$ cat src/rtl/serial_mod_n_if.sv
// Bus bundle for the bit-serial modulo-N engine.
// The master side drives the frame controls and the bit stream. The slave side returns the remainder and status.
interface serial_mod_n_if #(
    parameter int DW       = 8,
    parameter int MAX_BITS = 64
);
    localparam int CW = $clog2(MAX_BITS + 1);

    logic          i_start;
    logic [DW-1:0] i_divisor;
    logic          i_valid;
    logic          i_bit;
    logic          i_last;
    logic [DW-1:0] o_rem;
    logic          o_divisible;
    logic [CW-1:0] o_nbits;
    logic          o_busy;
    logic          o_done;
    logic          o_err;

    modport master (
        output i_start, i_divisor, i_valid, i_bit, i_last,
        input  o_rem, o_divisible, o_nbits, o_busy, o_done, o_err
    );

    modport slave (
        input  i_start, i_divisor, i_valid, i_bit, i_last,
        output o_rem, o_divisible, o_nbits, o_busy, o_done, o_err
    );
endinterface

$ cat src/rtl/serial_mod_n.sv
// Bit-serial MSB-first remainder engine: tracks the stream value modulo a per-frame divisor.
// Provides start/last framing, a saturating beat count and a sticky per-frame error flag.
module serial_mod_n #(
    parameter int DW       = 8,
    parameter int MAX_BITS = 64
) (
    input logic            i_clk,
    input logic            i_rst,
    serial_mod_n_if.slave  bus
);
    localparam int CW = $clog2(MAX_BITS + 1);

    typedef enum logic [1:0] {IDLE, RUN, DONE} state_t;

    state_t        state, state_n;
    logic [DW-1:0] d, d_n;
    logic [DW-1:0] rem, rem_n, base_rem;
    logic [CW-1:0] nbits, nbits_n, base_nbits;
    logic          err, err_n, base_err;
    logic          divisible;
    logic          accept;
    logic [DW:0]   t;

    // A start wins over everything else and rebases the frame, so the beat on the start cycle builds on rem = 0.
    always_comb begin
        state_n    = state;
        d_n        = d;
        base_rem   = rem;
        base_nbits = nbits;
        base_err   = err;
        accept     = 1'b0;

        if (bus.i_start) begin
            d_n        = bus.i_divisor;
            base_rem   = '0;
            base_nbits = '0;
            base_err   = (bus.i_divisor == '0);
            accept     = bus.i_valid;
            state_n    = (state == IDLE && bus.i_valid && bus.i_last) ? DONE : RUN;
        end else begin
            case (state)
                IDLE: state_n = IDLE;
                RUN: begin
                    accept = bus.i_valid;
                    if (bus.i_valid && bus.i_last)
                        state_n = DONE;
                end
                DONE:    state_n = IDLE;
                default: state_n = IDLE;
            endcase
        end

        t       = {base_rem, bus.i_bit};
        rem_n   = base_rem;
        nbits_n = base_nbits;
        err_n   = base_err;

        // Since rem < d, a single subtraction is enough. If d = 0, the value simply wraps to DW bits.
        if (accept) begin
            rem_n = (t >= {1'b0, d_n}) ? DW'(t - {1'b0, d_n}) : t[DW-1:0];
            if (base_nbits == CW'(MAX_BITS))
                err_n = 1'b1;
            else
                nbits_n = base_nbits + CW'(1);
        end
    end

    always_ff @(posedge i_clk) begin
        if (i_rst) begin
            state     <= IDLE;
            d         <= '0;
            rem       <= '0;
            nbits     <= '0;
            err       <= 1'b0;
            divisible <= 1'b1;
        end else begin
            state     <= state_n;
            d         <= d_n;
            rem       <= rem_n;
            nbits     <= nbits_n;
            err       <= err_n;
            divisible <= (rem_n == '0) && !err_n;
        end
    end

    assign bus.o_rem       = rem;
    assign bus.o_nbits     = nbits;
    assign bus.o_err       = err;
    assign bus.o_divisible = divisible;
    assign bus.o_busy      = (state == RUN);
    assign bus.o_done      = (state == DONE);
endmodule

$ cat src/flat_wrapper.sv
// flat-port wrapper written by rule: the top's interface ports become plain ports
module serial_mod_n_flat 
#(
    parameter int DW       = 8,
    parameter int MAX_BITS = 64
)
  (i_clk, i_rst, bus_i_start, bus_i_divisor, bus_i_valid, bus_i_bit, bus_i_last, bus_o_rem, bus_o_divisible, bus_o_nbits, bus_o_busy, bus_o_done, bus_o_err);
  serial_mod_n_if #(.DW(DW), .MAX_BITS(MAX_BITS)) bus_i ();
  input logic i_clk;
  input logic i_rst;
  input wire logic [$bits(bus_i.i_start)-1:0] bus_i_start;
  input wire logic [$bits(bus_i.i_divisor)-1:0] bus_i_divisor;
  input wire logic [$bits(bus_i.i_valid)-1:0] bus_i_valid;
  input wire logic [$bits(bus_i.i_bit)-1:0] bus_i_bit;
  input wire logic [$bits(bus_i.i_last)-1:0] bus_i_last;
  output wire logic [$bits(bus_i.o_rem)-1:0] bus_o_rem;
  output wire logic [$bits(bus_i.o_divisible)-1:0] bus_o_divisible;
  output wire logic [$bits(bus_i.o_nbits)-1:0] bus_o_nbits;
  output wire logic [$bits(bus_i.o_busy)-1:0] bus_o_busy;
  output wire logic [$bits(bus_i.o_done)-1:0] bus_o_done;
  output wire logic [$bits(bus_i.o_err)-1:0] bus_o_err;
  assign bus_i.i_start = bus_i_start;
  assign bus_i.i_divisor = bus_i_divisor;
  assign bus_i.i_valid = bus_i_valid;
  assign bus_i.i_bit = bus_i_bit;
  assign bus_i.i_last = bus_i_last;
  assign bus_o_rem = bus_i.o_rem;
  assign bus_o_divisible = bus_i.o_divisible;
  assign bus_o_nbits = bus_i.o_nbits;
  assign bus_o_busy = bus_i.o_busy;
  assign bus_o_done = bus_i.o_done;
  assign bus_o_err = bus_i.o_err;
  serial_mod_n #(.DW(DW), .MAX_BITS(MAX_BITS)) u_core (.i_clk(i_clk), .i_rst(i_rst), .bus(bus_i));
endmodule
$ cat config.mk
export PLATFORM = sky130hd
export DESIGN_NAME = serial_mod_n_flat
export DESIGN_NICKNAME = d
export VERILOG_FILES = /design/src/rtl/serial_mod_n_if.sv /design/src/rtl/serial_mod_n.sv /design/src/flat_wrapper.sv
export SDC_FILE = /design/constraint.sdc
export NUM_CORES = 1
export LEC_CHECK = 0
export ABC_AREA = 1
export CORE_ASPECT_RATIO = 0.9
export CORE_UTILIZATION = 40
export DETAILED_ROUTE_END_ITERATION = 8
export SLEW_MARGIN = 20
export SYNTH_ARGS = -nofsm -noshare
export SYNTH_HDL_FRONTEND = slang
export SYNTH_SLANG_ARGS = --single-unit
$ cat constraint.sdc
create_clock -name i_clk -period 3.29 [get_ports i_clk]
set_input_delay 0.658 -clock i_clk [delete_from_list [all_inputs] [get_ports i_clk]]
set_output_delay 0.658 -clock i_clk [all_outputs]
set_load 0.01 [all_outputs]
Word level (Yosys, flattened, before mapping):

Index checks and enable logic that the tools add are counted.

* flip-flop bits (word level): 27
* input bits: 14
* output and inout bits: 19

* add/sub/neg operators: 2
* $lt $le $gt $ge: 1
* equality and inequality tests: 4
* multiplexer cells: 16
* reduce and logical (&&, ||, !) cells: 8

Operator list (number)
* $mux W8: 4
* $mux W7: 3
* $logic_not A8 Y1: 2
* $ge A9 B8 Y1: 1
* $mux W2: 4
* $sub A8 B8 Y8: 1
* $add A7 B1 Y7 const B: 1
* $eq A7 B7 Y1 const B: 1
* $mux W1: 5
* $logic_and A1 B1 Y1: 4
* $ne A3 B2 Y1 const B: 1
* $eq A2 B1 Y1 const B: 1
* $eq A2 B2 Y1 const B: 1
* $logic_not A2 Y1: 1
* $logic_not A1 Y1: 1

Depth between registers and ports, before layout:

Gate-level depths: netlist (run 1).

* depth in word-level cells: 6
* gate-level depth with buffers: 20
* depth with buffers taken out: 18

Worst setup path before layout (run 1):

No wires, ideal clock.

* path kind: input to register
* start: input port bus_i_start
* end: register u_core.divisible, in the netlist u_core.bus.o_divisible
* arrival time: 2544 ps
* path slack: 630 ps
* stages on the path: 14
* buffers on the path: 2
* path through: buf_6 -> clkbuf_1 -> mux2i_1 -> ha_1 -> a21oi_1 -> nand2_1 -> nand2_2 -> nand2_4 -> nand2_1 -> nand3_1 -> o21ai_1 -> nor2_1 -> nand3_1 -> nand2_1

* word-level cells in the longest chain between the ends: 6

RTL lines
* start, declared: line flat_wrapper.sv:11 `input wire logic [$bits(bus_i.i_start)-1:0] bus_i_start;`
* $mux W8 / $mux W7 (equally long branches): line serial_mod_n.sv:33 `if (bus.i_start) begin`
* $sub A8 B8 Y8 (tied with other cells): line serial_mod_n.sv:60 `rem_n = (t >= {1'b0, d_n}) ? DW'(t - {1'b0, d_n}) : t[DW-1:0];`
* $mux W8 / $mux W1 (equally long branches): line serial_mod_n.sv:60, serial_mod_n.sv:61
* $mux W8 / $mux W1 (equally long branches): line serial_mod_n.sv:59 `if (accept) begin`
* $logic_not A8 Y1 / $logic_not A1 Y1 (equally long branches): line serial_mod_n.sv:82 `divisible <= (rem_n == '0) && !err_n;`
* $logic_and A1 B1 Y1 *: line serial_mod_n.sv:82
* end signal, assigned: line serial_mod_n.sv:82
* end, declared: line serial_mod_n.sv:20 `logic divisible;`

Mark *: on every way between the ends. The rest lies on a longest branch, timed or not.
A chain may end at the register's enable or synchronous reset.

Worst setup path after layout (run 1):

Ends and elaborated chain as after synthesis.

==> metrics.cfg, run 1 <==
[run_status]
status=finished clean

[clock_network]
htree_levels=1
cts_root_buf=clkbuf_8
cts_made_buffers=3
postCtsHoldBufs=0
post_cts_resized=0
cts_buffer_depth=2
numClockSinks=27
clkLatencyLatePin_ps=270
cts_tree=built
post_cts_buffers=0
clk_pin_slew_worst_paths_ps=90

[finish]
finalNetCount=337
fillCellCount=416
n_antenna_cell=0
final_cell_area_um2=2250
area_growth_pct=28.0
regArea_um2=541
stdcell_count=371
multiInputGateArea_um2=1020
drive_gt1_share_pct=7.40

[yosys]
synth_fp_nets=298
ys.warnings.count=0
netlist_area_um2=1760
ys_ff_latch=27
async_flop_share_pct=0
postSynthAreaPerCell_um2=6.45
synth_edf_count=0
synth_flop_cell=dfxtp_1
yosysSeqAreaShare_pct=30.7
netlist_instances=273
synth_cell_types=34

[sta]
rsz0062_at_grt=no
post-route-period-util_pct=91.0
setup_viol=0
drv_slew=0
fin_ws_ps=296
tightest_slew_ps=361
final_hold_viol_count=0
setup_tns_ps=0
slew_headroom_pct=75.7
period_minus_slack_ps=2990
timing.fmax_ghz=0.334
fin_skew_ps=3.63

[power]
p_sw_w=0.000233
seq_power_share_pct=45.9
combPwrFrac_pct=29.6
p_leak_nw=1.10
pwr-share-clk_pct=24.5
internal_power_w=0.000529
sw_frac_of_total_pct=30.6
powerDensity_nw_per_um2=338
vdd_drop_max_mv=0.200

[die]
die_area_um2=4670
rows=22
io_pins=33
core_area_um2=4160
die_y_um=64.9
die_w_um=71.9
start_util_pct=42.4

[grt]
grt_max_degree=21
grt_pass1_wl_um=7420
grt_usage_pct=20.5
antenna_found_initial=0
grt_pass1_vias=1618
gr-total-overflow=0

[routing]
wl_per_cell_um=11.8
drt_iter0_drc=150
antenna_left=0
drc=0
drtPass1Iterations=4
vias=1773
vias_per_cell=4.78
finalWirelength_um=4380

[critical_path]
rr_worst_depth=14
cp-start-kind=primary input
rrSetupSlack_ps=1090
reg2reg_to=u_core.bus.o_divisible
required_ps=3510
crit_arrival_ps=3210
r2r_start=u_core.d[1]
critical_path_class=primary input to flip-flop
cp-end-kind=flip-flop
crit_fanout=19

[placement]
place_area_um2=2210
numPortBuffers=32
placedCellCount=367
gp_congestion=0.879
post-place-ws_ps=34.2
dp_hpwl_um=3400

[flow_run]
cap_violations=0

[hold_path]
min_path_cells=2
hold_start=u_core.d[0]
hold_end=u_core.d[0]
hold_path_class=flip-flop to flip-flop

==> stage by stage <==
stage,utilization [%],hold slack [ps],total power [W]
5_1_grt,54.2,526,0.000815
6_report,54.2,483,0.000762
3_3_place_gp,53.1,455,0.000581
4_1_cts,54.2,490,0.000768
3_5_place_dp,53.1,475,0.000581
2_1_floorplan,-,447,0.000500
==> Yosys cell counts (2+ instances only) <==
cell type / instances / area share, %
xnor2_1: 3 / 1.5
nand2_2: 2 / 0.71
nor4_1: 2 / 0.71
nor3_1: 5 / 1.4
o21ai_0: 9 / 2.6
ha_1: 10 / 7.1
nand4_1: 2 / 0.71
nand3_1: 27 / 7.7
a21oi_1: 12 / 3.4
inv_1: 41 / 8.7
clkbuf_1: 2 / 0.43
dfxtp_1: 27 / 31
nor2_1: 35 / 7.5
buf_2: 2 / 0.57
mux2i_1: 3 / 1.7
inv_2: 2 / 0.43
nand2_1: 72 / 15
==> worst max-delay path, stage by stage <==
cell	delay [ps]
clkdlybuf4s50_1	540
buf_12	180
mux2i_1	330
ha_1	330
a21oi_1	210
buf_4	150
nor2_1	40
nor2_1	110
nand2_1	70
nand2_1	50
nand3_1	90
nand3_1	100
nand2_1	60
nor2_1	130
nand3_1	100
nand2_1	60
==> power groups by stage <==
stage               registers (W)  clock network [W]  logic [W]
finish                   0.000350           0.000187   0.000225
global route             0.000351           0.000210   0.000254
CTS                      0.000350           0.000193   0.000225
detailed placement       0.000357                  0   0.000224
global placement         0.000357                  0   0.000224
floorplan                0.000360                  0   0.000140
==> kinds of logic (layout without fill, tap and decap cells) <==
logic type	count (synthesis)	count (layout)	share of synthesized area, %
buf+inv	50	88	11.4
mux	3	3	1.71
fa+ha+maj	11	11	8.24
flops	27	27	30.7
xor+xnor	3	3	1.49
compound gates	26	26	8.24
simple gates	153	153	38.2
==> cell type report <==
| type | instances | area share (%) |
|---|---|---|
| inverter | 43 | 7.16 |
| clock buffer | 4 | 2.00 |
| multi-input combinational | 196 | 45.2 |
| timing repair buffer | 41 | 18.3 |
| sequential | 27 | 24.0 |
| tap | 60 | 3.33 |
==> per-layer routing <==
layer  vias to the layer above  global-route usage, %  share of wire, %
li1                        944                      -                 -
met1                       770                   29.7                52
met2                        55                   32.0                43
met3                         4                   3.42               4.8
met4                         0                   3.68              0.71
met5                         -                      0                 0
==> cells in the final DEF (no fill, tap or decap), types with 2 or more instances in the layout <==
| cell | n |
|---|---|
| nor4_1 | 2 |
| buf_12 | 2 |
| nand3_1 | 27 |
| a21oi_1 | 12 |
| o21ai_0 | 9 |
| nand2_1 | 72 |
| buf_4 | 7 |
| nand2_2 | 2 |
| nand4_1 | 2 |
| clkbuf_8 | 3 |
| ha_1 | 10 |
| dfxtp_1 | 27 |
| inv_1 | 41 |
| mux2i_1 | 3 |
| clkdlybuf4s50_1 | 32 |
| xnor2_1 | 3 |
| inv_2 | 2 |
| nor3_1 | 5 |
| nor2_1 | 35 |
==> sequential cells by signal, indices dropped and copies added, names as in the netlist <==
signal	flops
u_core.bus.o_rem	8
u_core.d	8
u_core.bus.o_nbits	7
u_core.state	2
u_core.bus.o_err	1
u_core.bus.o_divisible	1
==> how the worst max path moves through the flow <==
stage	slack, ps	cells past startpoint	startpoint	endpoint
2_1_floorplan	630	14	bus_i_start	u_core.bus.o_divisible
3_3_place_gp	50	16	bus_i_start	u_core.bus.o_divisible
3_5_place_dp	30	16	bus_i_start	u_core.bus.o_divisible
4_1_cts	320	16	bus_i_start	u_core.bus.o_divisible
5_1_grt	70	16	bus_i_start	u_core.bus.o_divisible
6_report	300	16	bus_i_start	u_core.bus.o_divisible
Power figures use the tool's default switching activity.
==> inputs of run 2 (changes only) <==
- CORE_MARGIN: default -> 1
==> results of run 2 <==
The final DEF is identical to that of run 1; final timing and power are the same.
